`src/rtl/fifo_pkg.sv`:
```
// Shared FIFO pointer helpers: Gray/binary conversion for
// pointers that cross clock domains.
package fifo_pkg;

  localparam int PTR_W_MAX = 32;

  typedef logic [PTR_W_MAX-1:0] ptr_word_t;

  function automatic ptr_word_t bin2gray(input ptr_word_t b);
    return b ^ (b >> 1);
  endfunction

  function automatic ptr_word_t gray2bin(input ptr_word_t g);
    ptr_word_t b;
    b[PTR_W_MAX-1] = g[PTR_W_MAX-1];
    for (int i = PTR_W_MAX-2; i >= 0; i--) begin
      b[i] = b[i+1] ^ g[i];
    end
    return b;
  endfunction

endpackage

```
`src/rtl/ptr_sync.sv`:
```
// Two-flop synchronizer for a pointer entering the clk_i domain.
// Both stages clear asynchronously on rst_i low.
module ptr_sync #(
  parameter int WIDTH = 8
) (
  input  logic             clk_i,
  input  logic             rst_i,
  input  logic [WIDTH-1:0] d_i,
  output logic [WIDTH-1:0] q_o
);

  logic [WIDTH-1:0] s1_q;
  logic [WIDTH-1:0] s2_q;

  always_ff @(posedge clk_i or negedge rst_i) begin
    if (!rst_i) begin
      s1_q <= '0;
      s2_q <= '0;
    end else begin
      s1_q <= d_i;
      s2_q <= s1_q;
    end
  end

  assign q_o = s2_q;

endmodule

```
`src/rtl/read_ptr.sv`:
```
// FIFO read-side pointer, empty flag and occupancy.
// Define FIFO_GRAY_PTR_EN for Gray-coded cross-domain pointers.
module read_ptr
  import fifo_pkg::*;
#(
  parameter int ADDR_SIZE = 8
) (
  input  logic                 clk_i,
  input  logic                 rst_i,
  input  logic [ADDR_SIZE-1:0] wr_ptr_i,
  input  logic                 inc_i,
  output logic [ADDR_SIZE-1:0] ptr_o,
  output logic [ADDR_SIZE-1:0] addr_o,
  output logic                 fifo_empty_o,
  output logic                 rd_valid_o,
  output logic [ADDR_SIZE-1:0] level_o
);

  logic [ADDR_SIZE-1:0] wr_sync;
  logic [ADDR_SIZE-1:0] wr_bin;
  logic [ADDR_SIZE-1:0] rd_bin_q, rd_bin_d;
  logic [ADDR_SIZE-1:0] ptr_q, ptr_d;
  logic                 rd_valid_q;
  logic                 accept;

  ptr_sync #(
    .WIDTH (ADDR_SIZE)
  ) u_wr_sync (
    .clk_i (clk_i),
    .rst_i (rst_i),
    .d_i   (wr_ptr_i),
    .q_o   (wr_sync)
  );

`ifdef FIFO_GRAY_PTR_EN
  assign wr_bin = ADDR_SIZE'(gray2bin(ptr_word_t'(wr_sync)));
  assign ptr_d  = ADDR_SIZE'(bin2gray(ptr_word_t'(rd_bin_d)));
`else
  assign wr_bin = wr_sync;
  assign ptr_d  = rd_bin_d;
`endif

  assign fifo_empty_o = (rd_bin_q == wr_bin);
  assign accept       = inc_i & ~fifo_empty_o;
  assign rd_bin_d     = rd_bin_q + ADDR_SIZE'(accept);

  // ptr_o is built from the next count so it never lags rd_bin
  always_ff @(posedge clk_i or negedge rst_i) begin
    if (!rst_i) begin
      rd_bin_q   <= '0;
      ptr_q      <= '0;
      rd_valid_q <= 1'b0;
    end else begin
      rd_bin_q   <= rd_bin_d;
      ptr_q      <= ptr_d;
      rd_valid_q <= accept;
    end
  end

  assign addr_o     = rd_bin_q;
  assign ptr_o      = ptr_q;
  assign rd_valid_o = rd_valid_q;
  assign level_o    = wr_bin - rd_bin_q;

endmodule
```
`config.mk`:
```
export PLATFORM = sky130hd
export DESIGN_NAME = read_ptr
export DESIGN_NICKNAME = d
export VERILOG_FILES = /design/src/rtl/fifo_pkg.sv /design/src/rtl/ptr_sync.sv /design/src/rtl/read_ptr.sv
export SDC_FILE = /design/constraint.sdc
export NUM_CORES = 1
export LEC_CHECK = 0
export ABC_CLOCK_PERIOD_IN_PS = 2450
export CORE_MARGIN = 2
export CORE_UTILIZATION = 45
export CTS_CLUSTER_SIZE = 8
export DETAILED_ROUTE_END_ITERATION = 7
export GPL_TIMING_DRIVEN = 0
export HOLD_SLACK_MARGIN = 0.12
export PLACE_DENSITY = 0.77
export SLEW_MARGIN = 20
export SYNTH_ARGS = -nofsm -noshare
export SYNTH_HDL_FRONTEND = slang
export SYNTH_SLANG_ARGS = --single-unit
```
`constraint.sdc`:
```
create_clock -name clk_i -period 2.45 [get_ports clk_i]
set_clock_uncertainty 0.05 [all_clocks]
set_input_delay 0.6125 -clock clk_i [delete_from_list [all_inputs] [get_ports clk_i]]
set_output_delay 0.6125 -clock clk_i [all_outputs]
set_load 0.01 [all_outputs]
```
==> results.txt <==
----------------------------------------------------
[Setup path]
  Crit path launch type ... flip-flop
  Register-to-register path setup slack ... 0.16 ns
  Critical Path AT ... ~2.1 ns
  Worst setup path startpoint ... u_wr_sync.q_o[0]$_DFF_PN0_
  Total stage count of the critical path ... 8
  Worst Path Class, Setup ... reg2out
  Critical path cell sequence ... inv_1 -> ha_2 -> fa_2 -> nor2b_4 -> o31a_1 -> or4_1 -> nand3_1 -> buf_2
  Kind of cell adding the most delay to the critical path ... simple AND/OR/NAND/NOR gates
  Path depth of the worst reg2reg path ... 12
  FF-to-FF Start ... ptr_o[1]$_DFF_PN0_
  Max Fanout on Critical Path ... 2
  RR Endpoint ... ptr_o[7]$_DFF_PN0_
  Crit path required time ... 1.79 ns
  End point of the critical path ... level_o[6]
  Worst setup EP type ... output pin
  CP bufs+invs ... 2
  Max stage delay cell, worst path ... sky130_fd_sc_hd__or4_1
  Critical path's largest stage delay ... roughly 0.4 ns

[STA]
  Hold Fails Final Rpt ... 0
  Relative slew slack ... 65.7%
  Final critical path time including I/O delays and setup ... 2.71 ns
  Endpoints failing setup ... 5
  Setup repair after global routing missed its margin ... true
  Fmax ... 368 MHz
  Max-slew violation count ... 0
  Worst-Margin Slew ... 0.514 ns
  Worst-case hold slack ... 0.208 ns
  Slack of the critical path ... -0.265 ns
  Final Cycle Share ... 111%

[Clock network]
  Post-CTS clock slew at the launch and capture registers of the worst setup and hold paths ... between 0.1 and 0.15 ns
  Count of hold-fix buffers inserted at cts ... 0
  Num Clock Sinks ... 25
  Root Driver ... sky130_fd_sc_hd__clkbuf_4
  Insertion delay of the later-clocked pin in the worst-skew pair ... slightly above 0.3 ns
  Number of buffers on the longest clock path ... 2
  CTS tree ... yes
  Number of H-tree levels ... 1
  TritonCTS buffer count ... 3

[Floorplan]
  Count of pins on the block boundary ... 37
  Die extent in x ... about 55 um
  DIE AREA ... 3010 um2
  Effective utilization at floorplan ... a little under half
  Placement Rows ... 18
  Standard cell core area ... 2480 um2
  Y dimension of the die ... between 50 and 60 um

[Placement]
  RePlAce Congestion ... 0.728
  # port buffers ... 36
  Post-DP HPWL ... 1760 um

[Final layout]
  Synth-to-layout area growth ... 54.1%
  Area used by sequential logic in the layout ... 629 um2
  Most common cell after layout, fill and taps aside ... sky130_fd_sc_hd__clkdlybuf4s50_1
  Multi-input gate area in the final layout ... 543 um2
  Fin nets ... 181
  Count of fill cells added during filler insertion ... around 170
  Post-Route Utilization ... 72.5%
  Antenna diode instance count ... 0
  Layout cell share with drive strength beyond 1 ... 35.8%
  Highest-count cells in the layout ignoring fill and taps ... 27 x sky130_fd_sc_hd__clkdlybuf4s50_1, 22 x sky130_fd_sc_hd__dfrtp_1, 21 x sky130_fd_sc_hd__buf_4

[Logic synthesis]
  Fraction of the yosys area taken by sequential cells ... a little over half
  Synthesized area per cell ... 11.3 um2
  Library cells used by synthesis ... 26
  Mapped Area ... 1170 um2
  Synthesized netlist cell count ... 103
  Synthesis-stage register bit count ... 25
  Count of synthesis-stage warnings from yosys ... 0
  Total nets after synthesis ... 124

[Global route]
  Aggregate global-route resource usage ... 19.7%
  Number of global-route vias before repair ... slightly above 900
  Antenna violations before repair ... 0
  Maximum number of pins on one net before global-route repair ... 26
  First-pass GRT wire length ... 4120 um
  Remaining global-route overflow ... 0

[Status]
  Violations in the final reports ... negative setup slack
  Status ... finished, violations left

[Detailed routing]
  Routed wire length ... 2720 um
  Total number of vias ... 935
  Antenna-violating nets left ... 0
  DR iter-0 viols ... 17
  Post-detailed-route wirelength per cell ... 14.4 um
  Vias per inst ... 4.95
  Post-route DRC ... 0
  Detailed Routing Iterations Pass 1 ... 4

[Power]
  Leakage power ... 0.803 nW
  Power, Total ... 2.32 mW
  Pwr per Cell Area ... 1290 nW/um2
  Highest ir drop seen on vdd ... 0.000884 V

[Hold path]
  Worst hold path class ... in2async

[Flow run]
  Maxcap violations ... 0

----------------------------------------------------
[worst min-delay path by stage]
stage                                start                          to  cells after the start
2_1_floorplan                        rst_i          ptr_o[0]$_DFF_PN0_                      0
3_3_place_gp   u_wr_sync.s1_q[5]$_DFF_PN0_  u_wr_sync.q_o[5]$_DFF_PN0_                      0
3_5_place_dp   u_wr_sync.s1_q[0]$_DFF_PN0_  u_wr_sync.q_o[0]$_DFF_PN0_                      0
4_1_cts        u_wr_sync.s1_q[0]$_DFF_PN0_  u_wr_sync.q_o[0]$_DFF_PN0_                      0
5_1_grt                              rst_i  u_wr_sync.q_o[7]$_DFF_PN0_                      1
6_report                             rst_i  u_wr_sync.q_o[7]$_DFF_PN0_                      1
[sequential cells by signal (all words and copies together), names as in the netlist]
| register | cells |
|---|---|
| ptr_o | 8 |
| u_wr_sync.q_o | 8 |
| u_wr_sync.s1_q | 8 |
| rd_valid_o | 1 |
[what timing repair did]
action / CTS / global route
pin swaps: 12 / 4
setup endpoints to repair: 9 / 8
resized for setup: 43 / 11
setup buffers: 12 / 4
[power breakdown]
| part | switching (mW) | internal (mW) | total (mW) | leakage, nW |
|---|---|---|---|---|
| registers | 0.0483 | 0.492 | 0.540 | 0.292 |
| logic | 0.721 | 0.885 | 1.61 | 0.493 |
| clock network | 0.110 | 0.0609 | 0.171 | 0.0177 |
[final cells by class]
class / instances / share of cell area, %
inverters: 12 / 2.65
repair buffers: 52 / 25.1
well taps: 30 / 2.09
clock buffers: 3 / 1.25
multi-input cells: 58 / 30.2
flip-flops and latches: 25 / 35.0
clock inverters: 1 / 0.279
plain buffers: 8 / 3.34
[cell families after synthesis]
logic type      Yosys count  share of synthesized area, %
compound gates           13                          7.19
xor+xnor                  9                          6.76
fa+ha+maj                10                          11.4
buf+inv                  20                          9.01
flops                    25                          53.6
simple gates             26                          12.0
[per-layer routing]
metal / GRT usage, % / routed length (um) / vias up
met4: 6.10 / 25 / 0
met5: 0 / 0 / -
met2: 37.5 / 1500 / 18
li1: - / - / 449
met3: 1.61 / 43 / 4
met1: 23.4 / 1150 / 464
[synthesized netlist by cell type]
library cell               count  area [um2]
sky130_fd_sc_hd__and3_1        1        6.26
sky130_fd_sc_hd__xnor2_1       8        70.1
sky130_fd_sc_hd__nor2_1        4        15.0
sky130_fd_sc_hd__o21a_1        1        7.51
sky130_fd_sc_hd__a311o_1       1        10.0
sky130_fd_sc_hd__inv_1        12        45.0
sky130_fd_sc_hd__nand4_1       2        12.5
sky130_fd_sc_hd__nand3_1       4        20.0
sky130_fd_sc_hd__nand3b_1      1        7.51
sky130_fd_sc_hd__nand2_1       5        18.8
sky130_fd_sc_hd__nor2b_1       1        6.26
sky130_fd_sc_hd__xor2_1        1        8.76
sky130_fd_sc_hd__fa_1          1        20.0
sky130_fd_sc_hd__nor2b_4       1        13.8
sky130_fd_sc_hd__buf_4         8        60.1
sky130_fd_sc_hd__dfrtp_1      25         626
sky130_fd_sc_hd__ha_1          9         113
sky130_fd_sc_hd__o31a_1        1        8.76
sky130_fd_sc_hd__a21boi_1      1        7.51
sky130_fd_sc_hd__nor3_1        4        20.0
sky130_fd_sc_hd__o211ai_1      2        15.0
sky130_fd_sc_hd__or3_1         1        6.26
sky130_fd_sc_hd__o21ai_0       2        10.0
sky130_fd_sc_hd__nor4_1        1        6.26
sky130_fd_sc_hd__a21oi_1       5        25.0
sky130_fd_sc_hd__or4_1         1        7.51
[per-stage QoR]
step	setup TNS (ns)	setup WS [ns]	instance area, um2	std cells
after floorplan	0	0.00447	1170	103
after global placement	-1.61	-0.545	1560	169
after detailed placement	-1.84	-0.560	1560	169
after CTS	-0.608	-0.330	1740	185
after global routing	-1.11	-0.395	1800	189
final	-0.684	-0.265	1800	189
(Power assumes the default switching activity.)
